--- src/rtl/mem_arbiter_pkg.sv ---
// mem_arbiter_pkg: shared memory mask type, arbiter state encoding and beat counter helper
package mem_arbiter_pkg;
  typedef logic [3:0] memory_mask_t;
  typedef enum logic [1:0] {IDLE, OWN0, OWN1} arb_state_t;
  function automatic logic [7:0] sat_inc(input logic [7:0] v);
    return v == 8'hFF ? v : v + 8'd1;
  endfunction
endpackage

--- src/rtl/mem_arbiter_if.sv ---
// mem_arbiter_if: two-requester memory bus; master is the requester side, slave the arbiter
interface mem_arbiter_if;
  import mem_arbiter_pkg::*;
  logic [1:0] req_i;
  logic [1:0] lock_i;
  logic [1:0] we_i;
  logic [1:0][31:0] addr_i;
  logic [1:0][31:0] wdata_i;
  memory_mask_t [1:0] mask_i;
  logic [1:0] gnt_o;
  logic [31:0] rdata_o;
  modport master(output req_i, lock_i, we_i, addr_i, wdata_i, mask_i, input gnt_o, rdata_o);
  modport slave(input req_i, lock_i, we_i, addr_i, wdata_i, mask_i, output gnt_o, rdata_o);
endinterface

--- src/rtl/mem_arbiter.sv ---
// mem_arbiter: round-robin two-port RAM arbiter with beat-bounded locked bursts and zero-latency grant
module mem_arbiter
  import mem_arbiter_pkg::*;
#(
  parameter int unsigned MAX_BURST = 8
) (
  input  logic         clk,
  input  logic         rst_n,
  mem_arbiter_if.slave bus,
  output logic [31:0]  ram_a,
  output logic [31:0]  ram_wd,
  output memory_mask_t ram_mask,
  output logic         ram_we,
  input  logic [31:0]  ram_rd
);
  localparam logic [7:0] MAX_B = 8'(MAX_BURST);
  arb_state_t state_q, state_d;
  logic last_q, last_d;
  logic [7:0] beats_q, beats_d, beats_n;
  logic own, owner, win, g, any, other, forced, keep;
  always_comb begin
    own     = state_q != IDLE;
    owner   = state_q == OWN1;
    win     = &bus.req_i ? ~last_q : bus.req_i[1];
    g       = own ? owner : win;
    any     = rst_n & (own ? bus.req_i[owner] : |bus.req_i);
    other   = bus.req_i[~g];
    // a fresh lock counts its first beat; later beats only count while the other side waits
    beats_n = own ? (other ? sat_inc(beats_q) : beats_q) : 8'd1;
    forced  = other & (beats_n >= MAX_B);
    keep    = any & bus.lock_i[g] & ~forced;
    state_d = keep ? (g ? OWN1 : OWN0) : IDLE;
    last_d  = any ? g : last_q;
    beats_d = keep ? beats_n : 8'd0;
  end
  always_ff @(posedge clk or negedge rst_n) begin
    if (!rst_n) begin
      state_q <= IDLE;
      last_q  <= 1'b1;
      beats_q <= 8'd0;
    end else begin
      state_q <= state_d;
      last_q  <= last_d;
      beats_q <= beats_d;
    end
  end
  assign bus.gnt_o   = any ? (g ? 2'b10 : 2'b01) : 2'b00;
  assign bus.rdata_o = ram_rd;
  assign ram_a       = any ? bus.addr_i[g] : '0;
  assign ram_wd      = any ? bus.wdata_i[g] : '0;
  assign ram_mask    = any ? bus.mask_i[g] : bus.mask_i[0];
  assign ram_we      = any & bus.we_i[g];
endmodule
--- src/flat_wrapper.sv ---
// flat-port wrapper written by rule: the top's interface ports become plain ports
module mem_arbiter_flat import mem_arbiter_pkg::*;
#(
  parameter int unsigned MAX_BURST = 8
)
  (clk, rst_n, ram_a, ram_wd, ram_mask, ram_we, ram_rd, bus_req_i, bus_lock_i, bus_we_i, bus_addr_i, bus_wdata_i, bus_mask_i, bus_gnt_o, bus_rdata_o);
  mem_arbiter_if bus_i ();
  input  logic clk;
  input  logic rst_n;
  output logic [31:0] ram_a;
  output logic [31:0] ram_wd;
  output memory_mask_t ram_mask;
  output logic ram_we;
  input  logic [31:0] ram_rd;
  input wire logic [$bits(bus_i.req_i)-1:0] bus_req_i;
  input wire logic [$bits(bus_i.lock_i)-1:0] bus_lock_i;
  input wire logic [$bits(bus_i.we_i)-1:0] bus_we_i;
  input wire logic [$bits(bus_i.addr_i)-1:0] bus_addr_i;
  input wire logic [$bits(bus_i.wdata_i)-1:0] bus_wdata_i;
  input wire logic [$bits(bus_i.mask_i)-1:0] bus_mask_i;
  output wire logic [$bits(bus_i.gnt_o)-1:0] bus_gnt_o;
  output wire logic [$bits(bus_i.rdata_o)-1:0] bus_rdata_o;
  assign bus_i.req_i = bus_req_i;
  assign bus_i.lock_i = bus_lock_i;
  assign bus_i.we_i = bus_we_i;
  assign bus_i.addr_i = bus_addr_i;
  assign bus_i.wdata_i = bus_wdata_i;
  assign bus_i.mask_i = bus_mask_i;
  assign bus_gnt_o = bus_i.gnt_o;
  assign bus_rdata_o = bus_i.rdata_o;
  mem_arbiter #(.MAX_BURST(MAX_BURST)) u_core (.clk(clk), .rst_n(rst_n), .bus(bus_i), .ram_a(ram_a), .ram_wd(ram_wd), .ram_mask(ram_mask), .ram_we(ram_we), .ram_rd(ram_rd));
endmodule
--- config.mk ---
export PLATFORM = sky130hd
export DESIGN_NAME = mem_arbiter_flat
export DESIGN_NICKNAME = d
export VERILOG_FILES = /design/src/rtl/mem_arbiter_pkg.sv /design/src/rtl/mem_arbiter_if.sv /design/src/rtl/mem_arbiter.sv /design/src/flat_wrapper.sv
export SDC_FILE = /design/constraint.sdc
export NUM_CORES = 1
export LEC_CHECK = 0
export ABC_AREA = 0
export BUFFER_PORTS_ARGS = -buffer_cell sky130_fd_sc_hd__buf_2
export CORE_AREA = 2 2 108 110
export CTS_CLUSTER_SIZE = 12
export DETAILED_ROUTE_END_ITERATION = 12
export DIE_AREA = 0 0 110 112
export PLACE_DENSITY = 0.62
export SETUP_SLACK_MARGIN = 0.15
export SLEW_MARGIN = 20
export SYNTH_ARGS = -nofsm -noshare
export SYNTH_HDL_FRONTEND = slang
export SYNTH_SLANG_ARGS = --single-unit
--- constraint.sdc ---
create_clock -name clk -period 4.8 [get_ports clk]
set_input_delay 1.44 -clock clk [delete_from_list [all_inputs] [get_ports clk]]
set_output_delay 1.44 -clock clk [all_outputs]
set_load 0.03 [all_outputs]
==> flow_summary_export.csv, run 1 <==
group,metric,value,unit
clock_network,cts_setup_buffers,0,
floorplan,core,11200,um2
routing,wl_per_cell,13.2,um
clock_network,post_cts_resized,0,
sta,post-route-min-period,4.43,ns
setup_path,r2r_end,"u_core.beats_q[1]",
pwr,p_total,836,uW
setup_path,max_stage_delay,0.37,ns
setup_path,reg2reg_from,"u_core.state_q[1]",
place,place_inst,636,
clock_network,cts_buffer_depth,2,
routing,wl,8.42,mm
routing,drt.antenna.violating_nets,0,
sta,tightest_slew,0.434,ns
floorplan,die_area,12300,um2
synth,yosys_warnings,0,
sta,tns,0,ns
routing,drc,0,
synth,yosysTopAreaCell,"nand2_1",
worst_hold_path,min_path_type,"reg -> reg",
clock_network,postCtsHoldBufs,0,
synth,synth_area,1880,um2
floorplan,pin_count,279,
clock_network,htree_levels,1,
clock_network,cts-root-buf,"clkbuf_16",
sta,fin_worst_skew,0.000398,ns
final_layout,fin_cells,640,
run_status,outcome,"finished clean",
routing,first_pass_iters,4,
floorplan,die_y,112,um
clock_network,cts_tree,"done",
clock_network,cts_buffers,3,
floorplan,rows,39,
grt,grt_use_total,12.6,%
grt,antenna_found_initial,0,
final_layout,drive_gt1_share,50.1,%
pwr,ir_drop,126,uV
sta,fin_ws,0.374,ns
place,io_buffers,214,
place,place.gp.congestion,0.797,
pwr,p_per_area,281,nW/um2
worst_hold_path,whs_endpoint,"u_core.last_q",
run,cap_viol_max_count,0,
sta,relSlewSlack,71.0,%
clock_network,clk_latency,0.24,ns
setup_path,path_class,"in -> out",
final_layout,areaGrowthSynthToFinish,58.5,%
pwr,p_leak,1.72,nW
place,dp_slack,0.347,ns
sta,rsz0062_at_grt,"false",
synth,synth_seq_cells,11,
final_layout,nFillCells,1288,
final_layout,nNetsFinal,675,
grt,grt_first_pass_wirelength,12.0,mm
final_layout,diodes,0,
routing,drt-initial-drc-count,148,
setup_path,worstPathCellList,"buf_2 -> inv_1 -> o22ai_1 -> nand2_2 -> nor2_2 -> mux2_2 -> buf_2",
routing,vias,2702,
worst_hold_path,holdPathStages,1,
sta,hold_viol,0,
setup_path,setup.worst_path.end_class,"output port",
grt,grt_max_degree,28,
synth,netlist_top_cells_area,"nand2_1, a21oi_1, dfrtp_1",
grt,grt_pass1_vias,2423,
setup_path,worst-r2r-setup-slack,2.64,ns
clock_network,clock-sinks,11,
sta,fin_crit_sh,92.2,%
setup_path,cpLargestDelayFamily,"simple AND/OR/NAND/NOR gates",
setup_path,critPathMostFrequentCell,"buf_2",
floorplan,start_util,16.8,%
synth,avgSynthCellArea,5.84,um2
setup_path,arrival,2.99,ns
setup_path,critPathMaxFanout,20,
synth,seq_area_frac_synth,14.7,%
setup_path,crit_buf_inv,3,
place,dp_hpwl,7.00,mm
synth,synthDominantCellAreaShare,26.2,%
place,place_area,2890,um2
synth,syn_inst,321,
floorplan,die_w,110,um
clock_network,clkTransAtPathRegs,0.04,ns
final_layout,multiInputGateArea,1260,um2
setup_path,r2r_cells,7,
sta,setup_viol,0,
routing,viasPerCell,4.22,
setup_path,worstPathRequired,3.36,ns
synth,synth_cell_types,39,
sta,drv_slew,0,
final_layout,fin_area,2970,um2
synth,syn_nets,498,
grt,grt_overflow,0,
worst_hold_path,holdCritStartpoint,"u_core.last_q",
setup_path,startpoint_type,"primary input",
sta,max_freq,0.226,GHz
final_layout,final-seq-area,277,um2
setup_path,slowest_stage,"mux2_2",
==> sequential cells by signal, indices dropped and copies added (netlist names) <==
| name | cells |
|---|---|
| u_core.state_q | 2 |
| u_core.beats_q | 8 |
| u_core.last_q | 1 |
==> worst register-to-register path, stage by stage, from the launching register on <==
cell and delay, ns:
dfrtp_1 0.43, nor2b_2 0.21, o22ai_1 0.15, nand2_2 0.29
buf_4 0.31, nor3_2 0.34, a41oi_2 0.14, nor3_2 0.21
==> stage by stage <==
stage / hold WS, ns / utilization (%)
2_1_floorplan: 0.501 / -
3_3_place_gp: 0.518 / 25.9
3_5_place_dp: 0.516 / 25.9
4_1_cts: 0.522 / 26.6
5_1_grt: 0.530 / 26.6
6_report: 0.522 / 26.6
==> where the power goes <==
group | switching (mW) | internal, mW
clock network | 0.0428 | 0.110
registers | 0.00855 | 0.102
logic | 0.382 | 0.191
==> worst max-delay path by stage <==
| stage | from | slack (ns) | end | depth (start not counted) |
|---|---|---|---|---|
| after CTS | bus_req_i[1] | 0.34 | ram_mask[2] | 7 |
| after detailed placement | bus_req_i[1] | 0.35 | ram_mask[2] | 7 |
| final | bus_req_i[1] | 0.37 | ram_mask[2] | 7 |
| after global routing | bus_req_i[1] | 0.21 | ram_mask[3] | 7 |
| after floorplan | bus_req_i[1] | 0.57 | ram_a[0] | 6 |
| after global placement | bus_req_i[1] | 0.38 | ram_mask[1] | 7 |
==> layer usage <==
metal	part of all wire [%]	routed length (um)	GRT usage, %
met1	43	3610	16.0
met2	45	3760	20.4
met3	10	852	3.45
met4	2.4	202	3.97
met5	0	0	0
==> final cells by class <==
class | count | area share [%]
Tap cell | 143 | 6.02
Inverter | 3 | 0.379
Sequential cell | 11 | 9.30
Clock buffer | 3 | 2.53
Clock inverter | 1 | 0.168
Timing Repair Buffer | 227 | 39.3
Multi-Input combinational cell | 252 | 42.3
==> cell usage after synthesis (all sizes together) <==
library cell,number
xnor2,2
a21oi,67
a41oi,1
and2,1
ha,1
o31a,1
dfrtp,10
buf,44
a21boi,1
dfstp,1
nor2b,1
o21ba,1
o21a,1
o21bai,1
and4,3
nor2,10
mux2,4
o21ai,2
nor3,3
o2111ai,2
clkbuf,11
o31ai,1
a31oi,1
a21o,1
a311o,1
mux2i,3
inv,3
or2,2
nand2,131
o22ai,1
nand3,3
and3,4
and2b,1
o211ai,1
==> cell families (layout without fill, tap and decap cells) <==
family / Yosys count / in the layout / synth area share [%]
DFF: 11 / 11 / 14.7
AOI/OAI and AO/OA: 83 / 83 / 25.5
adders and majority gates: 1 / 1 / 0.667
buffers and inverters: 58 / 234 / 18.9
muxes: 7 / 7 / 4.00
xor gates and xnor gates: 2 / 2 / 0.934
and+or+nand+nor: 159 / 159 / 35.2
==> cell usage in the layout (no fill, tap or decap), types with 3 or more instances in the layout <==
cell / count
a21oi_1: 67
and3_1: 4
and4_1: 3
buf_2: 214
buf_4: 13
clkbuf_16: 3
dfrtp_1: 10
inv_1: 3
mux2_2: 4
mux2i_1: 3
nand2_1: 130
nand3_1: 3
nor2_1: 9
No activity file was read; power rests on OpenSTA's default activity.
==> inputs of run 2 (changes only) <==
--- a/config.mk
+++ b/config.mk
@@ -7,11 +7,11 @@
 export LEC_CHECK = 0
 export ABC_AREA = 0
 export BUFFER_PORTS_ARGS = -buffer_cell sky130_fd_sc_hd__buf_2
-export CORE_AREA = 2 2 108 110
+export CORE_AREA = 2 2 110 112
 export CTS_CLUSTER_SIZE = 12
 export DETAILED_ROUTE_END_ITERATION = 12
-export DIE_AREA = 0 0 110 112
-export PLACE_DENSITY = 0.62
+export DIE_AREA = 0 0 112 114
+export PLACE_DENSITY = 0.61
 export SETUP_SLACK_MARGIN = 0.15
 export SLEW_MARGIN = 20
 export SYNTH_ARGS = -nofsm -noshare
==> constraint.sdc (replaced) <==
create_clock -name clk -period 5 [get_ports clk]
set_input_delay 1.5 -clock clk [delete_from_list [all_inputs] [get_ports clk]]
set_output_delay 1.5 -clock clk [all_outputs]
set_load 0.03 [all_outputs]
==> flow_summary_export.csv, run 2 (synthesis results as in run 1) <==
group,metric,value,unit
run_status,outcome,"finished clean",
sta,setup_viol,0,
pwr,p_per_area,270,nW/um2
floorplan,rows,40,
floorplan,core,11700,um2
pwr,ir_drop,160,uV
floorplan,die_area,12800,um2
clock_network,cts_buffers,3,
sta,max_freq,0.228,GHz
floorplan,die_w,112,um
setup_path,setup.worst_path.end_class,"output port",
grt,grt_pass1_vias,2436,
sta,rsz0062_at_grt,"false",
worst_hold_path,holdCritStartpoint,"u_core.last_q",
clock_network,post_cts_resized,0,
routing,drc,0,
routing,drt-initial-drc-count,93,
pwr,switching_share,52.1,%
clock_network,htree_levels,1,
routing,drt.antenna.violating_nets,0,
routing,first_pass_iters,4,
pwr,internal_power,379,uW
pwr,pwr-share-comb,67.9,%
sta,fin_worst_skew,0.00291,ns
pwr,p_leak,1.69,nW
clock_network,clkTransAtPathRegs,0.04,ns
grt,grt_overflow,0,
final_layout,nNetsFinal,668,
pwr,clockPowerShare,18.7,%
sta,hold-worst-slack,0.526,ns
clock_network,postCtsHoldBufs,0,
setup_path,path_class,"in -> out",
final_layout,drive_gt1_share,49.2,%
final_layout,diodes,0,
setup_path,critPathMaxFanout,37,
setup_path,r2r_cells,7,
grt,grt_max_degree,45,
worst_hold_path,min_path_type,"reg -> reg",
final_layout,final_common_cell,"buf_2",
worst_hold_path,whs_endpoint,"u_core.last_q",
final_layout,largest_register,"u_core.beats_q",
sta,tightest_slew,0.436,ns
routing,wl_per_cell,13.5,um
run,cap_viol_max_count,0,
setup_path,r2r_end,"u_core.beats_q[2]",
floorplan,start_util,16.0,%
pwr,seqPwrFrac,13.4,%
clock_network,cts_buffer_depth,2,
clock_network,cts_setup_buffers,0,
sta,post-route-min-period,4.39,ns
sta,drv_slew,0,
final_layout,final_cell_mix,"buf_2, nand2_1, a21oi_1",
final_layout,nFillCells,1333,
worst_hold_path,holdPathStages,1,
sta,hold_viol,0,
pwr,p_total,792,uW
final_layout,top_regs,"u_core.beats_q: 8 flops, u_core.state_q: 2 flops, u_core.last_q: 1 flops",
final_layout,largest_reg_flops,8,
grt,grt_use_total,12.3,%
routing,wl,8.62,mm
routing,vias,2735,
setup_path,worst-r2r-setup-slack,2.95,ns
sta,relSlewSlack,70.9,%
sta,fin_crit_sh,87.7,%
clock_network,cts-root-buf,"clkbuf_16",
place,io_buffers,214,
setup_path,startpoint_type,"primary input",
setup_path,worstPathRequired,3.50,ns
final_layout,areaGrowthSynthToFinish,56.6,%
clock_network,clk_latency,0.24,ns
sta,tns,0,ns
grt,antenna_found_initial,0,
floorplan,pin_count,279,
place,dp_slack,0.570,ns
routing,viasPerCell,4.29,
place,dp_hpwl,7.01,mm
setup_path,arrival,2.89,ns
clock_network,cts_tree,"done",
grt,grt_first_pass_wirelength,12.7,mm
floorplan,die_y,114,um
setup_path,reg2reg_from,"u_core.last_q",
place,place.gp.congestion,0.772,
sta,fin_ws,0.613,ns
clock_network,clock-sinks,11,
pwr,power.switching,413,uW
## run 2: stage by stage
stage,utilization (%),cell area [um2],cells
after CTS,25.1,2940,637
after global placement,24.4,2860,633
after floorplan,-,1880,321
after global routing,25.1,2940,637
final,25.1,2940,637
after detailed placement,24.4,2860,633
## run 2: how the worst max path moves through the flow
stage                       end  cells past startpoint    startpoint
floorplan              ram_a[0]                      6  bus_req_i[1]
global placement    ram_mask[0]                      6  bus_req_i[1]
detailed placement  ram_mask[3]                      6  bus_req_i[1]
CTS                 ram_mask[3]                      6  bus_req_i[1]
global route         ram_wd[31]                      7  bus_req_i[1]
finish               ram_wd[31]                      7  bus_req_i[1]
## run 2: area by class of cell
class,count,area (um2),share of cell area [%]
multi-input combinational,252,1260,42.8
timing repair buffer,220,1130,38.4
sequential,11,277,9.42
clock buffer,4,78.8,2.68
inverter,3,11.3,0.383
tap,147,184,6.26
## run 2: layer usage
| layer | global-route usage (%) | share of wire [%] |
|---|---|---|
| met2 | 21.1 | 47 |
| met5 | 0 | 0 |
| met4 | 2.44 | 1.1 |
| met1 | 15.6 | 41 |
| met3 | 3.51 | 11 |
## run 2: worst max-delay path: stages
cell and delay (ns):
buf_2 0.13, a21boi_2 0.23, o21ba_2 0.16, buf_4 0.34
nand2_1 0.11, a21oi_1 0.15, buf_2 0.23
## run 2: power groups by stage
stage	Sequential (mW)	Clock [mW]	Combinational (mW)
3_3_place_gp	0.107	0	0.542
6_report	0.106	0.148	0.538
3_5_place_dp	0.107	0	0.542
2_1_floorplan	0.104	0	0.410
4_1_cts	0.106	0.150	0.544
5_1_grt	0.107	0.158	0.587
